File: config.mk
export PLATFORM = sky130hd
export DESIGN_NAME = dsp_share_arbiter_flat
export DESIGN_NICKNAME = d
export VERILOG_FILES = /design/src/rtl/dsp_share_arbiter_if.sv /design/src/rtl/dsp_share_arbiter.sv /design/src/flat_wrapper.sv
export SDC_FILE = /design/constraint.sdc
export NUM_CORES = 1
export LEC_CHECK = 0
export ABC_AREA = 1
export ABC_CLOCK_PERIOD_IN_PS = 1500
export CORE_MARGIN = 2
export CORE_UTILIZATION = 45
export DETAILED_ROUTE_END_ITERATION = 10
export PLACE_DENSITY = 0.67
export SYNTH_ARGS = -nofsm -noshare
export SYNTH_HDL_FRONTEND = slang
export SYNTH_SLANG_ARGS = --single-unit
File: constraint.sdc
create_clock -name clk -period 1.5 [get_ports clk]
set_input_delay 0.3 -clock clk [delete_from_list [all_inputs] [get_ports clk]]
set_output_delay 0.3 -clock clk [all_outputs]
set_load 0.02 [all_outputs]
File: src/rtl/dsp_share_arbiter_if.sv
// Request/response and DSP control bundle between the requesters, the shared DSP
// engine and dsp_share_arbiter. The arbiter connects through the slave modport.
interface dsp_share_arbiter_if #(
  parameter int N_REQ = 2,
  parameter int SEL_W = 1
);
  logic [N_REQ-1:0]   req_valid;
  logic [2*N_REQ-1:0] req_op;
  logic [N_REQ-1:0]   req_ready;
  logic [N_REQ-1:0]   resp_valid;
  logic               resp_err;
  logic [SEL_W-1:0]   gnt_sel;
  logic               busy;
  logic               dsp_start;
  logic [1:0]         dsp_op;
  logic               dsp_done;

  modport master (
    output req_valid, req_op, dsp_done,
    input  req_ready, resp_valid, resp_err, gnt_sel, busy, dsp_start, dsp_op
  );

  modport slave (
    input  req_valid, req_op, dsp_done,
    output req_ready, resp_valid, resp_err, gnt_sel, busy, dsp_start, dsp_op
  );
endinterface

File: src/rtl/dsp_share_arbiter.sv
// Round-robin arbiter sharing one DSP engine among N_REQ requesters, with a
// watchdog that aborts an operation whose dsp_done never arrives.
module dsp_share_arbiter #(
  parameter int N_REQ   = 2,
  parameter int SEL_W   = 1,
  parameter int TIMEOUT = 255
) (
  input  logic               clk,
  input  logic               rst,
  dsp_share_arbiter_if.slave bus
);

  localparam logic [1:0] S_IDLE  = 2'd0;
  localparam logic [1:0] S_ISSUE = 2'd1;
  localparam logic [1:0] S_WAIT  = 2'd2;
  localparam logic [1:0] S_RESP  = 2'd3;

  localparam logic [N_REQ-1:0] ONE_HOT0  = N_REQ'(1);
  localparam logic [15:0]      WDOG_LAST = 16'(TIMEOUT - 1);

  logic [1:0]       state_q, state_d;
  logic [SEL_W-1:0] rr_ptr_q, rr_ptr_d;
  logic [SEL_W-1:0] gnt_sel_q, gnt_sel_d;
  logic [1:0]       dsp_op_q, dsp_op_d;
  logic [N_REQ-1:0] req_ready_q, req_ready_d;
  logic [N_REQ-1:0] resp_valid_q, resp_valid_d;
  logic             resp_err_q, resp_err_d;
  logic             busy_q, busy_d;
  logic             dsp_start_q, dsp_start_d;
  logic [15:0]      wdog_q, wdog_d;

  logic             found;
  logic             found_hi;
  logic [SEL_W-1:0] win_hi;
  logic [SEL_W-1:0] win_any;
  logic [SEL_W-1:0] winner;
  logic [1:0]       winner_op;

  // Lowest requester at or above rr_ptr wins; otherwise wrap to the lowest one overall.
  always_comb begin
    found    = 1'b0;
    found_hi = 1'b0;
    win_hi   = '0;
    win_any  = '0;
    for (int i = N_REQ - 1; i >= 0; i--) begin
      if (bus.req_valid[i]) begin
        found   = 1'b1;
        win_any = SEL_W'(i);
        if (i >= int'(rr_ptr_q)) begin
          found_hi = 1'b1;
          win_hi   = SEL_W'(i);
        end
      end
    end
    winner = found_hi ? win_hi : win_any;
  end

  always_comb begin
    winner_op = 2'b00;
    for (int i = 0; i < N_REQ; i++) begin
      if (winner == SEL_W'(i)) begin
        winner_op = bus.req_op[2*i +: 2];
      end
    end
  end

  always_comb begin
    state_d      = state_q;
    rr_ptr_d     = rr_ptr_q;
    gnt_sel_d    = gnt_sel_q;
    dsp_op_d     = dsp_op_q;
    req_ready_d  = '0;
    resp_valid_d = '0;
    resp_err_d   = resp_err_q;
    busy_d       = busy_q;
    dsp_start_d  = 1'b0;
    wdog_d       = wdog_q;
    case (state_q)
      S_IDLE: begin
        if (found) begin
          gnt_sel_d   = winner;
          dsp_op_d    = winner_op;
          req_ready_d = ONE_HOT0 << winner;
          busy_d      = 1'b1;
          state_d     = S_ISSUE;
        end
      end
      S_ISSUE: begin
        dsp_start_d = 1'b1;
        wdog_d      = '0;
        state_d     = S_WAIT;
      end
      // A late dsp_done on the watchdog's last cycle still counts as a clean finish.
      S_WAIT: begin
        wdog_d = wdog_q + 16'd1;
        if (bus.dsp_done) begin
          resp_err_d   = 1'b0;
          resp_valid_d = ONE_HOT0 << gnt_sel_q;
          state_d      = S_RESP;
        end else if (wdog_q == WDOG_LAST) begin
          resp_err_d   = 1'b1;
          resp_valid_d = ONE_HOT0 << gnt_sel_q;
          state_d      = S_RESP;
        end
      end
      S_RESP: begin
        rr_ptr_d   = (gnt_sel_q == SEL_W'(N_REQ - 1)) ? '0 : gnt_sel_q + 1'b1;
        busy_d     = 1'b0;
        resp_err_d = 1'b0;
        state_d    = S_IDLE;
      end
      default: state_d = S_IDLE;
    endcase
  end

  always_ff @(posedge clk or posedge rst) begin
    if (rst) begin
      state_q      <= S_IDLE;
      rr_ptr_q     <= '0;
      gnt_sel_q    <= '0;
      dsp_op_q     <= 2'b00;
      req_ready_q  <= '0;
      resp_valid_q <= '0;
      resp_err_q   <= 1'b0;
      busy_q       <= 1'b0;
      dsp_start_q  <= 1'b0;
      wdog_q       <= '0;
    end else begin
      state_q      <= state_d;
      rr_ptr_q     <= rr_ptr_d;
      gnt_sel_q    <= gnt_sel_d;
      dsp_op_q     <= dsp_op_d;
      req_ready_q  <= req_ready_d;
      resp_valid_q <= resp_valid_d;
      resp_err_q   <= resp_err_d;
      busy_q       <= busy_d;
      dsp_start_q  <= dsp_start_d;
      wdog_q       <= wdog_d;
    end
  end

  assign bus.req_ready  = req_ready_q;
  assign bus.resp_valid = resp_valid_q;
  assign bus.resp_err   = resp_err_q;
  assign bus.gnt_sel    = gnt_sel_q;
  assign bus.busy       = busy_q;
  assign bus.dsp_start  = dsp_start_q;
  assign bus.dsp_op     = dsp_op_q;

endmodule

File: src/flat_wrapper.sv
// flat-port wrapper written by rule: the top's interface ports become plain ports
module dsp_share_arbiter_flat 
#(
  parameter int N_REQ   = 2,
  parameter int SEL_W   = 1,
  parameter int TIMEOUT = 255
)
  (clk, rst, bus_req_valid, bus_req_op, bus_dsp_done, bus_req_ready, bus_resp_valid, bus_resp_err, bus_gnt_sel, bus_busy, bus_dsp_start, bus_dsp_op);
  dsp_share_arbiter_if #(.N_REQ(N_REQ), .SEL_W(SEL_W)) bus_i ();
  input  logic clk;
  input  logic rst;
  input wire logic [$bits(bus_i.req_valid)-1:0] bus_req_valid;
  input wire logic [$bits(bus_i.req_op)-1:0] bus_req_op;
  input wire logic [$bits(bus_i.dsp_done)-1:0] bus_dsp_done;
  output wire logic [$bits(bus_i.req_ready)-1:0] bus_req_ready;
  output wire logic [$bits(bus_i.resp_valid)-1:0] bus_resp_valid;
  output wire logic [$bits(bus_i.resp_err)-1:0] bus_resp_err;
  output wire logic [$bits(bus_i.gnt_sel)-1:0] bus_gnt_sel;
  output wire logic [$bits(bus_i.busy)-1:0] bus_busy;
  output wire logic [$bits(bus_i.dsp_start)-1:0] bus_dsp_start;
  output wire logic [$bits(bus_i.dsp_op)-1:0] bus_dsp_op;
  assign bus_i.req_valid = bus_req_valid;
  assign bus_i.req_op = bus_req_op;
  assign bus_i.dsp_done = bus_dsp_done;
  assign bus_req_ready = bus_i.req_ready;
  assign bus_resp_valid = bus_i.resp_valid;
  assign bus_resp_err = bus_i.resp_err;
  assign bus_gnt_sel = bus_i.gnt_sel;
  assign bus_busy = bus_i.busy;
  assign bus_dsp_start = bus_i.dsp_start;
  assign bus_dsp_op = bus_i.dsp_op;
  dsp_share_arbiter #(.N_REQ(N_REQ), .SEL_W(SEL_W), .TIMEOUT(TIMEOUT)) u_core (.clk(clk), .rst(rst), .bus(bus_i));
endmodule
==> qor.csv <==
stage,metric,value,unit
yosys,synth_top_family_by_area,simple AND/OR/NAND/NOR gates,
drt,ant_nets,0,
setup_path,cp.required,1730,ps
global_routing,grt_antenna_before_repair,0,
yosys,synth-xor-area-share,0,%
drt,via_count,1383,
yosys,syn-num-nets,226,
timing,worst_slack,75.80,ps
timing,setup_viol,0,
yosys,postSynthAreaPerCell,7.495,sq um
pwr,leakage,1.039,nW
pwr,vdd_ir_drop_max,1.032,mV
yosys,netlist_area,1574,sq um
outcome,outcome,completed,
drt,drtPass1Iterations,4,
yosys,synth_compound_area_share,8.506,%
cts,cts_tree,yes,
cts,cts.sinks,29,
setup_path,cp-start-kind,flip-flop,
hold_path,hold_class,input port to async pin,
placed_design,place_ws,-14.91,ps
global_routing,grt_start_max_net_pins,30,
cts,root_buffer,clkbuf_4,
setup_path,cp-end-kind,flip-flop,
cells_and_area,final_cell_mix,"nand2_1, nor2_1, dfrtp_1",
floorplan,core_area,3337,sq um
timing,maxSlewViolCount,0,
floorplan,io_pins,19,
setup_path,crit_type,flip-flop to flip-flop,
cts,clk_pin_slew,90,ps
cells_and_area,drive_gt1_share,18.88,%
placed_design,gp_congestion,0.9232,
placed_design,hpwl,2496,um
floorplan,start_util,47.17,%
cts,hold_buffers,0,
timing,max_freq,0.7021,GHz
timing,fin_crit,1424,ps
timing,slew_headroom,81.63,%
cells_and_area,fin_nets,264,
floorplan,fp.dieW,63.14,um
setup_path,crit_fanout,7,
drt,viasPerCell,4.688,
global_routing,grt_pass1_vias,1264,
floorplan,rows,21,
yosys,yosysSeqAreaShare,46.10,%
run,cap_violations,0,
cells_and_area,seqCellArea,725.7,sq um
setup_path,arrival,1660,ps
placed_design,io_buffers,18,
cells_and_area,area_growth,27.98,%
yosys,ys.warnings.count,0,
cts,htree_levels,2,
floorplan,die-area,3987,sq um
cells_and_area,nFillCells,328,
cts,cts_buffers,5,
cts,clk-insertion-delay-late,340,ps
cells_and_area,multi_input_area,767.0,sq um
timing,worst_pin_slew,274.6,ps
yosys,synthAdderAreaFrac,5.564,%
global_routing,grt_pass1_wl,5664,um
drt,drc_errors,0,
drt,routed_wl,3315,um
cells_and_area,n_antenna_cell,0,
pwr,power.density,1567,nW/um^2
global_routing,grt.overflow.total,0,
global_routing,gr-usage-all-layers,18.40,%
cts,clockBufferDepth,2,
cells_and_area,layout_commonest_cell,nand2_1,
yosys,synthCells,210,
drt,wl_per_cell,11.24,um
timing,hold_viol_final,0,
yosys,synthMuxAreaShare,0,%
timing,setup_tns,0,ps
yosys,synth-simple-area-share,32.59,%
timing,rsz0062_at_grt,yes,
timing,skew,6.030,ps
yosys,synthDistinctLibCells,22,
floorplan,die_y,63.14,um
timing,finalCritPeriodShare,94.95,%
drt,initialDrtViolationCount,59,
yosys,synth-seq-cells,29,
[repair_timing]
item,CTS,global route
pin swaps,0,4
endpoints found under the setup margin,16,14
buffers inserted,0,2
gates resized for setup,11,13
[synth_stat cells, drive strengths merged]
cell type / number / area [sq um]
nand3: 14 / 75.07
o21bai: 2 / 18.77
nor2: 43 / 176.4
nor3: 2 / 15.01
o21ai: 11 / 55.05
a21boi: 1 / 7.510
or2: 1 / 6.260
nand4: 3 / 18.77
inv: 29 / 108.9
o21a: 1 / 7.510
buf: 1 / 5.000
dfrtp: 29 / 725.7
nand2: 57 / 221.5
a21oi: 9 / 45.04
ha: 7 / 87.58
[worst paths after layout]
check                                                 from                               to  slack [ps]  cells after the start
setup / recovery             u_core.state_q[0]$_DFFE_PP0P_     u_core.wdog_q[7]$_DFFE_PP0P_          80                      8
hold / removal                                         rst    u_core.wdog_q[11]$_DFFE_PP0P_         300                      3
setup reg to reg             u_core.state_q[0]$_DFFE_PP0P_     u_core.wdog_q[7]$_DFFE_PP0P_          80                      8
hold reg to reg            u_core.bus.resp_err$_DFFE_PP0P_  u_core.bus.resp_err$_DFFE_PP0P_         470                      2
max in group asynchronous                              rst     u_core.wdog_q[3]$_DFFE_PP0P_        1050                      3
min in group clk           u_core.bus.resp_err$_DFFE_PP0P_  u_core.bus.resp_err$_DFFE_PP0P_         470                      2
[cells by family after synthesis]
group / Yosys count
AOI/OAI and AO/OA: 24
adders and majority gates: 7
buffers and inverters: 30
DFF: 29
and+or+nand+nor: 120
[stage by stage]
stage                     utilization [%]  power [mW]  hold slack, ps  cell area [sq um]  std cells
after floorplan                         -       1.907           378.1               1574        210
after global placement              57.22       2.564           462.9               1909        285
after detailed placement            57.22       2.588           463.3               1909        285
after CTS                           58.94       3.082           300.9               1967        293
after global routing                60.37       3.403           317.0               2014        295
final                               60.37       3.158           297.5               2014        295
[area by class of cell]
| class | instances | share of cell area, % |
|---|---|---|
| multi-input combinational | 151 | 38.07 |
| sequential | 29 | 36.02 |
| timing repair buffer | 32 | 14.16 |
| inverter | 29 | 5.404 |
| clock buffer | 7 | 3.230 |
| tap | 46 | 2.857 |
| clock inverter | 1 | 0.2484 |
[layer usage]
| metal | GRT usage, % | vias to the layer above | wire length, um |
|---|---|---|---|
| li1 | - | 731 | - |
| met1 | 25.75 | 622 | 1610 |
| met2 | 26.33 | 24 | 1491 |
| met3 | 5.536 | 6 | 161 |
| met4 | 7.778 | 0 | 51 |
| met5 | 0 | - | 0 |
[registers in the layout, indices dropped and copies added, names as in the netlist]
signal and count:
u_core.bus.busy 1, u_core.bus.dsp_op 2, u_core.bus.dsp_start 1, u_core.bus.gnt_sel 1, u_core.bus.req_ready 2, u_core.bus.resp_err 1
u_core.bus.resp_valid 2, u_core.rr_ptr_q 1, u_core.state_q 2, u_core.wdog_q 16
[critical path, cell delays in order, from the launching register on]
cell and delay (ps):
dfrtp_1 380, inv_2 60, ha_4 280, inv_2 60
nor2_1 150, inv_2 100, buf_4 170, nand2_1 70
nor2_1 40
[power by group]
part | leakage, nW | internal, mW | switching (mW) | total (mW)
clock network | 0.0413 | 0.271 | 0.279 | 0.550
logic | 0.610 | 0.700 | 0.861 | 1.56
registers | 0.387 | 0.946 | 0.102 | 1.05
Note: power is estimated with default switching activity, not from simulation.
